### config.mk
export PLATFORM = sky130hd
export DESIGN_NAME = instr_enc_loader
export DESIGN_NICKNAME = d
export VERILOG_FILES = /design/src/rtl/instr_enc_loader.sv
export SDC_FILE = /design/constraint.sdc
export NUM_CORES = 1
export LEC_CHECK = 0
export ABC_AREA = 1
export ABC_CLOCK_PERIOD_IN_PS = 6600
export CORE_MARGIN = 3
export CORE_UTILIZATION = 49
export DETAILED_ROUTE_END_ITERATION = 6
export MAX_ROUTING_LAYER = met4
export PLACE_DENSITY = 0.95
export REMOVE_ABC_BUFFERS = 1
export SYNTH_ARGS = -nofsm -noshare
export SYNTH_HDL_FRONTEND = slang
export SYNTH_SLANG_ARGS = --single-unit
### constraint.sdc
create_clock -name clk -period 6.6 [get_ports clk]
set_clock_uncertainty 0.2 [all_clocks]
set_input_delay 0.99 -clock clk [delete_from_list [all_inputs] [get_ports clk]]
set_output_delay 0.99 -clock clk [all_outputs]
set_load 0.1 [all_outputs]
### src/rtl/instr_enc_loader.sv
// RV32I instruction encoder and program loader: packs decoded fields into
// instruction words and writes them to consecutive memory words.
module instr_enc_loader #(
  parameter int          ADDR_W    = 8,
  parameter logic [31:0] BASE_ADDR = 32'h0000_0000
) (
  input  logic              clk,
  input  logic              rst_n,
  input  logic              start,
  input  logic              in_valid,
  output logic              in_ready,
  input  logic [6:0]        op,
  input  logic [4:0]        rd,
  input  logic [4:0]        rs1,
  input  logic [4:0]        rs2,
  input  logic [2:0]        funct3,
  input  logic [6:0]        funct7,
  input  logic [31:0]       imm,
  input  logic              last,
  output logic              mem_we,
  output logic [31:0]       mem_addr,
  output logic [31:0]       mem_wdata,
  input  logic              mem_ready,
  output logic [ADDR_W:0]   count,
  output logic              done,
  output logic              err,
  output logic [1:0]        err_code
);

  typedef enum logic [1:0] {
    IDLE  = 2'd0,
    WRITE = 2'd1,
    DONE  = 2'd2,
    ERROR = 2'd3
  } state_t;

  typedef enum logic [2:0] {
    FMT_R   = 3'd0,
    FMT_I   = 3'd1,
    FMT_S   = 3'd2,
    FMT_B   = 3'd3,
    FMT_J   = 3'd4,
    FMT_U   = 3'd5,
    FMT_ILL = 3'd6
  } fmt_t;

  localparam logic [ADDR_W:0] FULL_COUNT = {1'b1, {ADDR_W{1'b0}}};
  localparam logic [ADDR_W:0] ONE_COUNT  = {{ADDR_W{1'b0}}, 1'b1};

  function automatic fmt_t fmt_of(input logic [6:0] opc);
    case (opc)
      7'b0110011:                         fmt_of = FMT_R;
      7'b0010011, 7'b0000011, 7'b1100111: fmt_of = FMT_I;
      7'b0100011:                         fmt_of = FMT_S;
      7'b1100011:                         fmt_of = FMT_B;
      7'b1101111:                         fmt_of = FMT_J;
      7'b0010111, 7'b0110111:             fmt_of = FMT_U;
      default:                            fmt_of = FMT_ILL;
    endcase
  endfunction

  // B and J drop imm[0]; their offset bits are scattered as the core decodes them.
  function automatic logic [31:0] pack_word(
    input fmt_t        f,
    input logic [6:0]  opc,
    input logic [4:0]  d,
    input logic [4:0]  s1,
    input logic [4:0]  s2,
    input logic [2:0]  f3,
    input logic [6:0]  f7,
    input logic [31:0] im
  );
    case (f)
      FMT_R:   pack_word = {f7, s2, s1, f3, d, opc};
      FMT_I:   pack_word = {im[11:0], s1, f3, d, opc};
      FMT_S:   pack_word = {im[11:5], s2, s1, f3, im[4:0], opc};
      FMT_B:   pack_word = {im[12], im[10:5], s2, s1, f3, im[4:1], im[11], opc};
      FMT_J:   pack_word = {im[20], im[10:1], im[11], im[19:12], d, opc};
      FMT_U:   pack_word = {im[31:12], d, opc};
      default: pack_word = 32'h0000_0000;
    endcase
  endfunction

  state_t          state_r;
  logic            in_ready_r;
  logic            mem_we_r;
  logic [31:0]     mem_addr_r;
  logic [31:0]     mem_wdata_r;
  logic [ADDR_W:0] count_r;
  logic            done_r;
  logic            err_r;
  logic [1:0]      err_code_r;
  logic            last_r;

  fmt_t            fmt_s;
  logic            legal_s;
  logic [31:0]     word_s;
  logic [ADDR_W:0] count_inc_s;

  // Format decode and word packing of the presented field set.
  always_comb begin
    fmt_s       = fmt_of(op);
    legal_s     = (fmt_s != FMT_ILL);
    word_s      = pack_word(fmt_s, op, rd, rs1, rs2, funct3, funct7, imm);
    count_inc_s = count_r + ONE_COUNT;
  end

  // Loader FSM with all outputs registered; start outranks everything but reset.
  always_ff @(posedge clk) begin
    if (!rst_n) begin
      state_r     <= IDLE;
      in_ready_r  <= 1'b0;
      mem_we_r    <= 1'b0;
      mem_addr_r  <= BASE_ADDR;
      mem_wdata_r <= 32'h0000_0000;
      count_r     <= '0;
      done_r      <= 1'b0;
      err_r       <= 1'b0;
      err_code_r  <= 2'b00;
      last_r      <= 1'b0;
    end else if (start) begin
      state_r     <= IDLE;
      in_ready_r  <= 1'b1;
      mem_we_r    <= 1'b0;
      mem_addr_r  <= BASE_ADDR;
      count_r     <= '0;
      done_r      <= 1'b0;
      err_r       <= 1'b0;
      err_code_r  <= 2'b00;
      last_r      <= 1'b0;
    end else begin
      case (state_r)
        IDLE: begin
          if (in_valid && in_ready_r) begin
            in_ready_r <= 1'b0;
            if (legal_s) begin
              mem_wdata_r <= word_s;
              last_r      <= last;
              mem_we_r    <= 1'b1;
              state_r     <= WRITE;
            end else begin
              err_r       <= 1'b1;
              err_code_r  <= 2'b01;
              state_r     <= ERROR;
            end
          end else begin
            in_ready_r <= 1'b1;
          end
        end
        WRITE: begin
          // Commit edge: mem_addr moves on so it always names the next free word.
          if (mem_ready) begin
            mem_we_r   <= 1'b0;
            count_r    <= count_inc_s;
            mem_addr_r <= mem_addr_r + 32'd4;
            if (last_r) begin
              done_r  <= 1'b1;
              state_r <= DONE;
            end else if (count_inc_s == FULL_COUNT) begin
              err_r      <= 1'b1;
              err_code_r <= 2'b10;
              state_r    <= ERROR;
            end else begin
              in_ready_r <= 1'b1;
              state_r    <= IDLE;
            end
          end
        end
        DONE: begin
          in_ready_r <= 1'b0;
        end
        ERROR: begin
          in_ready_r <= 1'b0;
        end
        default: begin
          state_r    <= IDLE;
          in_ready_r <= 1'b0;
          mem_we_r   <= 1'b0;
        end
      endcase
    end
  end

  assign in_ready  = in_ready_r;
  assign mem_we    = mem_we_r;
  assign mem_addr  = mem_addr_r;
  assign mem_wdata = mem_wdata_r;
  assign count     = count_r;
  assign done      = done_r;
  assign err       = err_r;
  assign err_code  = err_code_r;

endmodule

# --- Word-level counts from Yosys, hierarchy flattened ---
# Cells that the tools add are included.
word_totals:
  regBits: 82
  latch_bits: 0
  ramBits: 0
  mem_bits_ro: 0
  input_bits: 70
  output_inout_bits: 79
  elab_cells: 88
  memories: 0
op_classes:
  addsub: 2
  multipliers: 0
  div_mod_pow: 0
  magnitude_cmp: 0
  n_eq_ne: 28
  n_shift: 0
  n_mux: 30
  bitwise_logic: 2
  n_reduce_logical: 16
ops:
  columns: ["op", "count"]
  rows:
  - ["$pmux 32 s6", 1]
  - ["$add 32x3->32 const B", 1]
  - ["$eq 7x6->1 const B", 3]
  - ["$eq 7x7->1 const B", 3]
  - ["$mux 2", 10]
  - ["$pmux 3 s6", 1]
  - ["$eq 7x5->1 const B", 2]
  - ["$mux 1", 13]
  - ["$ne 2x2->1 const B", 6]
  - ["$ne 3x3->1 const B", 4]
  - ["$reduce_and 3->1", 4]
  - ["$add 9x1->9 const B", 1]
  - ["$eq 9x9->1 const B", 1]
  - ["$pmux 2 s2", 2]
  - ["$reduce_and 4->1", 2]
  - ["$eq 7x2->1 const B", 1]
  - ["$eq 3x2->1 const B", 2]
  - ["$eq 3x3->1 const B", 2]
  - ["$reduce_and 6->1", 1]
  - ["$reduce_or 2->1", 3]
  - ["$eq 2x2->1 const B", 2]
  - ["$pmux 1 s2", 2]
  - ["$eq 3x1->1 const B", 1]
  - ["$logic_not 3->1", 1]
  - ["8 further kinds", 9]

# --- Depth between registers and ports, before layout ---
# Gate-level depths: netlist of run 1.
logic_depth:
  depth_word: 7
  mapped_depth: 18
  depth_no_buf: 17

# --- Least setup slack after synthesis of run 1 ---
# No wires, ideal clock.
synth_timing:
  path_type: "input port to flip-flop"
  startpoint: "input port op[1]"
  endpoint: "register mem_wdata_r[19] (netlist: mem_wdata[19])"
  arrival_ns: 2.497
  t_required_ns: 6.271
  setup_slack_ns: 3.774
  path_stages: 15
  n_path_buf: 1
  cell_sequence: "nand2_1 inv_1 nand2_1 nor2_1 inv_2 ha_1 o21ai_0 nor2_1 nor2_1 buf_4 inv_1 nor2_1 nor3_1 a21oi_1 nor2_1"
synth_between:
  elab_chain_cells: 5
  word_cells_on_any_way: 21
  cone_classes: "15 x eq/ne; 2 x mux; 4 x reduce/logical"
synth_rtl:
  columns: ["item", "line", "text"]
  rows:
  - ["start: declaration", "12", "input logic [6:0] op,"]
  - ["$eq 7x5->1, or another cell as far along", "51", "case (opc)"]
  - ["$reduce_or 3->1 or $reduce_or 2->1 (tied branches)", "51", null]
  - ["$pmux 3 s6 (*)", "51", null]
  - ["$eq 3x3->1, or another cell as far along", "73", "case (f)"]
  - ["$pmux 32 s6 or $reduce_and 4->1 (tied branches)", null, null]
  - ["end signal: assignment", "137", "mem_wdata_r <= word_s;"]
  - ["end: declaration", "88", "logic [31:0] mem_wdata_r;"]
# Mark *: on every way between the ends. The rest lies on a longest branch, timed or not.
# A chain may end at the register's enable or synchronous reset.

# --- Worst setup path after layout of run 1 ---
layout_timing:
  startpoint: "input port op[0]"
  endpoint: "register mem_wdata_r[19] (netlist: mem_wdata[19])"
# Same word-level chain as after synthesis.

==> flow_summary.json, run 1 <==
{
  "finalSetupViolCount": 0,
  "synth.yosys.warnings": 0,
  "combPwrFrac_pct": 11.1,
  "syn_area_per_cell_um2": 6.88,
  "start_kind": "input port",
  "fp.dieArea_um2": 9770,
  "period_share_pct": 58.9,
  "start_util_pct": 50.9,
  "slowest_delay_ps": 610,
  "clk_pin_slew_ps": 80,
  "die_h_um": 98.8,
  "antenna_cells": 0,
  "synth.area.top_cells": "dfxtp_1, nand2_1, a21oi_1",
  "synth_adder_area_share_pct": 0.889,
  "synth_edf_count": 0,
  "synth_common_cells": "nand2_1, dfxtp_1, inv_1, nor2_1, a21oi_1",
  "yosysMostFrequentCell": "nand2_1",
  "pwr-share-seq_pct": 48.7,
  "ios": 149,
  "routed_wl_um": 12200,
  "vias": 4519,
  "dp_hpwl_um": 9160,
  "cap_violations": 0,
  "finalHoldViolations": 0,
  "gp_congestion": 1.02,
  "critPathSlowestCell": "nor2_1",
  "yosys.area.top_type_share_pct": 37.9,
  "cts_buffers": 9,
  "fin_nets": 825,
  "synth_compound_area_share_pct": 10.6,
  "first_pass_iters": 4,
  "cts_hold_buf": 0,
  "worst_skew_pair.late_latency_ps": 350,
  "cp_cell_sequence": "clkdlybuf4s50_1, nand2_1, inv_1, nand2_1, nor2_1, inv_2, ha_1, o21ai_0, nor2_1, nor2_1, inv_1, nor2_1, nor3_1, a21oi_1, nor2_1",
  "coreArea_um2": 8300,
  "muxShareOfSynthArea_pct": 0.800,
  "crit_path_end_kind": "flop",
  "clockRootBuffer": "clkbuf_8",
  "synthSimpleGateAreaFrac_pct": 36.2,
  "ys_async_sr_fraction_pct": 0,
  "ys_ff_latch": 80,
  "clk_path_buf_depth": 2,
  "grt_pass1_vias": 4267,
  "antenna_left": 0,
  "status": "completed",
  "period_minus_slack_ps": 3890,
  "worstSetupPathType": "in2reg",
  "cts.sink_count": 80,
  "leakagePower_nw": 2.37,
  "netlist_area_um2": 4220,
  "worst_pin_slew_ps": 1090,
  "power.density_nw_per_um2": 169,
  "p_total_mw": 0.998,
  "grt_util_all_layers_pct": 25.6,
  "final_max_slew_viol_count": 0,
  "post_cts_resized": 0,
  "wl_per_cell_um": 14.2,
  "slew_headroom_pct": 27.5,
  "grt_start_max_net_pins": 38,
  "path_buf_inv": 4,
  "required_ps": 6600,
  "clkPwrFrac_pct": 40.2,
  "drcViolationCount": 0,
  "p_int_mw": 0.751,
  "vdd_drop_max_v": 0.000103,
  "worstHoldPathType": "reg2reg",
  "synth_top_family_by_area": "simple AND/OR/NAND/NOR gates",
  "synthCells": 614,
  "grt_remaining_overflow": 0,
  "die_x_um": 98.8,
  "crit_arrival_ps": 3890,
  "rsz0062_at_grt": "no",
  "rows": 33,
  "dpl_cell_area_um2": 5690,
  "cp_common_cell": "nor2_1",
  "synth-seq-area-share_pct": 37.9,
  "finalInstanceArea_um2": 5910,
  "tns_ps": 0,
  "synthFlopType": "dfxtp_1",
  "drive_gt1_share_pct": 6.87,
  "grt_antenna_before_repair": 0,
  "syn2layout_area_growth_pct": 39.9,
  "power_switching_mw": 0.248,
  "grt_pass1_wl_um": 20000,
  "worst_hold_slack_ps": 256,
  "path_max_fanout": 11,
  "synth.distinct_cells": 41,
  "cts_max_level": 3,
  "swShare_pct": 24.8,
  "synth_xor_area_share_pct": 4.15,
  "synth.largest_area_cell": "dfxtp_1",
  "drt_iter0_markers": 194,
  "avgViaCountPerCell": 5.24,
  "clock.fmax_mhz": 257,
  "path_delay_family": "simple AND/OR/NAND/NOR gates",
  "finish.utilization_pct": 71.2,
  "cts_tree": "yes",
  "port_buffers": 146,
  "post_cts_buffers": 0
}
area by class of cell:
class	instances	area (µm²)
Sequential cell	80	1600
Clock inverter	6	92.6
Timing Repair Buffer	146	1460
Tap cell	105	131
Fill cell	627	2390
Clock buffer	10	128
Inverter	70	264
Multi-Input combinational cell	445	2230
power groups by stage:
stage | sequential [mW] | clock [mW] | combinational (mW)
after floorplan | 0.511 | 0 | 0.0385
after global placement | 0.498 | 0 | 0.109
after detailed placement | 0.498 | 0 | 0.109
after CTS | 0.487 | 0.406 | 0.110
after global routing | 0.487 | 0.423 | 0.119
final | 0.487 | 0.401 | 0.110
through the flow:
stage / instances / setup slack (ps)
finish: 862 / 2710
global route: 862 / 2400
CTS: 862 / 2700
detailed placement: 846 / 2350
global placement: 846 / 2500
floorplan: 595 / 3480
cells by family (layout without fill, tap and decap cells):
logic type      after synthesis  count (layout)
mux                           3               3
xor+xnor                     20              20
compound gates               82              82
fa+ha+maj                     3               3
flops                        80              80
simple gates                335             335
other cells                   1               2
buf+inv                      90             232
tightest hold or removal path, stage by stage (launching register included):
cell,delay (ps)
dfxtp_1,320
inv_1,50
a21oi_1,50
sequential cells by signal, indices dropped and copies added, names as in the netlist:
register and count:
mem_we 1, state_r 2, count 9, done 1, err 1, mem_wdata 32, in_ready 1, err_code 2
mem_addr 30, last_r 1
final timing paths:
kind,start,slack (ps),cells past startpoint,to
min,err$_SDFFE_PP0P_,260,2,err$_SDFFE_PP0P_
max,op[0],2710,15,mem_wdata[19]$_SDFFE_PN0P_
min reg2reg,err$_SDFFE_PP0P_,260,2,err$_SDFFE_PP0P_
max reg2reg,state_r[0]$_SDFFE_PP0P_,4390,12,mem_addr[31]$_SDFFE_PP0P_
placed cells by master (no fill, tap or decap), types with 3 or more instances in the layout:
cell type          n
nand2_1          186
clkdlybuf4s50_1  146
dfxtp_1           80
inv_1             63
nor2_1            58
a21oi_1           50
nand3_1           34
xor2_1            17
nor3_1            17
o21ai_0           16
nand4_1           12
nand2_2            9
clkbuf_8           9
nor2_4             6
inv_2              6
a31oi_1            4
o211ai_1           3
xnor2_1            3
mux2_2             3
ha_1               3
metal layers:
metal | vias to the layer above | routed length [µm] | track usage (%)
met3 | 14 | 1160 | 4.95
met2 | 211 | 6050 | 44.4
met4 | 0 | 120 | 5.67
li1 | 2231 | - | -
met1 | 2063 | 4910 | 30.8
met5 | - | 0 | -
(Power assumes the default switching activity.)
==> run 2: changes to the inputs <==
ABC_CLOCK_PERIOD_IN_PS = 3140   (was 6600)
CORE_UTILIZATION = 41   (was 49)
PLACE_DENSITY = 0.87   (was 0.95)
clock period = 3.14 ns   (was 6.6 ns; I/O delays follow)
==> run 2 against run 1 <==
Clock-buffer cell count fell by 1; largest power group unchanged; critical path type unchanged; total power rose by 110%; non-clock buffer count rose by 12.
==> flow_summary.json, run 2 (synthesis gave the netlist of run 1 again) <==
{
  "status": "completed",
  "fin_nets": 837,
  "path_max_fanout": 7,
  "wl_per_cell_um": 13.1,
  "rows": 36,
  "start_util_pct": 42.6,
  "routed_wl_um": 11800,
  "worst_pin_slew_ps": 673,
  "grt_remaining_overflow": 0,
  "antenna_cells": 0,
  "worst_hold_slack_ps": 258,
  "rsz0062_at_grt": "no",
  "cap_violations": 0,
  "drive_gt1_share_pct": 18.5,
  "clock.fmax_mhz": 368,
  "vias": 4415,
  "met1_usage_pct": 25.3,
  "cts_max_level": 3,
  "period_minus_slack_ps": 2720,
  "clk_pin_slew_ps": 100,
  "grt_pass1_wl_um": 18700,
  "use_met2_pct": 33.9,
  "grt_antenna_before_repair": 0,
  "power.density_nw_per_um2": 356,
  "layout_commonest_cell": "nand2_1",
  "drt_iter0_markers": 222,
  "avgViaCountPerCell": 4.89,
  "grt_util_all_layers_pct": 20.4,
  "fp.dieArea_um2": 11500,
  "cts_hold_buf": 0,
  "coreArea_um2": 9910,
  "drcViolationCount": 0,
  "finalHoldViolations": 0,
  "finalSetupViolCount": 0,
  "worst_skew_pair.late_latency_ps": 350,
  "leakagePower_nw": 2.58,
  "finish.utilization_pct": 59.1,
  "die_h_um": 107,
  "tns_ps": 0,
  "post_cts_resized": 0,
  "grt_pass1_vias": 3968,
  "cts_buffers": 9,
  "cts_tree": "yes",
  "clk_path_buf_depth": 2,
  "gp_congestion": 0.880,
  "cts.sink_count": 80,
  "final_max_slew_viol_count": 0,
  "slew_headroom_pct": 55.0,
  "period_share_pct": 86.5,
  "worstHoldPathType": "reg2reg",
  "first_pass_iters": 4,
  "crit_path_end_kind": "flop",
  "worstSetupPathType": "in2reg",
  "grt_use_met3_pct": 4.92,
  "setup_slack_ps": 423,
  "antenna_left": 0,
  "port_buffers": 146,
  "start_kind": "input port",
  "ios": 149,
  "busiest_layer": "met2",
  "post-place-ws_ps": 61.1,
  "required_ps": 3170,
  "grt_start_max_net_pins": 38,
  "clockRootBuffer": "clkbuf_8",
  "crit_arrival_ps": 2750,
  "post_cts_buffers": 0,
  "largest_reg_flops": 32,
  "dp_hpwl_um": 8920,
  "layout_common_cells": "nand2_1, buf_4, dfxtp_1",
  "syn2layout_area_growth_pct": 38.6,
  "die_x_um": 107,
  "vdd_drop_max_v": 0.000225
}
## run 2: changes by cell type in the layout (fill, tap and decap cells not counted), moves of 2 or more
cell,before,now
buf_4,0,87
inv_6,0,2
clkdlybuf4s50_1,146,69
buf_12,0,2
## run 2: worst paths after layout
check                               endpoint  depth (start not counted)  slack (ps)                  start
setup / recovery  mem_wdata[26]$_SDFFE_PN0P_                         18         420                  op[4]
hold / removal              err$_SDFFE_PP0P_                          2         260       err$_SDFFE_PP0P_
setup reg to reg    err_code[1]$_SDFFE_PP0P_                         10         910  count[0]$_SDFFE_PP0P_
hold reg to reg             err$_SDFFE_PP0P_                          2         260       err$_SDFFE_PP0P_
## run 2: critical path, cell delays in order
cell and delay [ps]:
clkdlybuf4s50_1 510, inv_1 70, nand2_2 90, nor2_4 40, nand2_1 80, nand2_1 90, inv_1 100, ha_1 160
inv_1 40, nor2_1 120, nand2_2 150, buf_4 190, nand3_1 80, nand3_1 230, nand2_1 120, nand3_1 80
nand2_1 60, a21oi_1 50
## run 2: area by class of cell
cell class | instances | area [µm²]
inverter | 70 | 264
clock inverter | 7 | 85.1
timing repair buffer | 158 | 1380
clock buffer | 9 | 124
multi-input combinational | 445 | 2230
sequential | 80 | 1600
tap | 133 | 166
fill | 941 | 4060
## run 2: stage by stage
stage | cells | power [mW] | area, µm²
CTS | 902 | 2.11 | 5850
detailed placement | 886 | 1.28 | 5640
global placement | 886 | 1.28 | 5640
finish | 902 | 2.08 | 5850
floorplan | 595 | 1.15 | 4090
global route | 902 | 2.16 | 5850
## run 2: power by group
part	internal (mW)	switching (mW)	leakage, nW
combinational	0.109	0.127	1.84
clock	0.385	0.440	0.100
sequential	1.02	0.00467	0.645
## run 2: routing by layer
| metal | wire length [µm] | part of all wire, % |
|---|---|---|
| met1 | 5430 | 46 |
| met2 | 5330 | 45 |
| met5 | 0 | 0 |
| met4 | 79 | 0.67 |
| met3 | 985 | 8.3 |
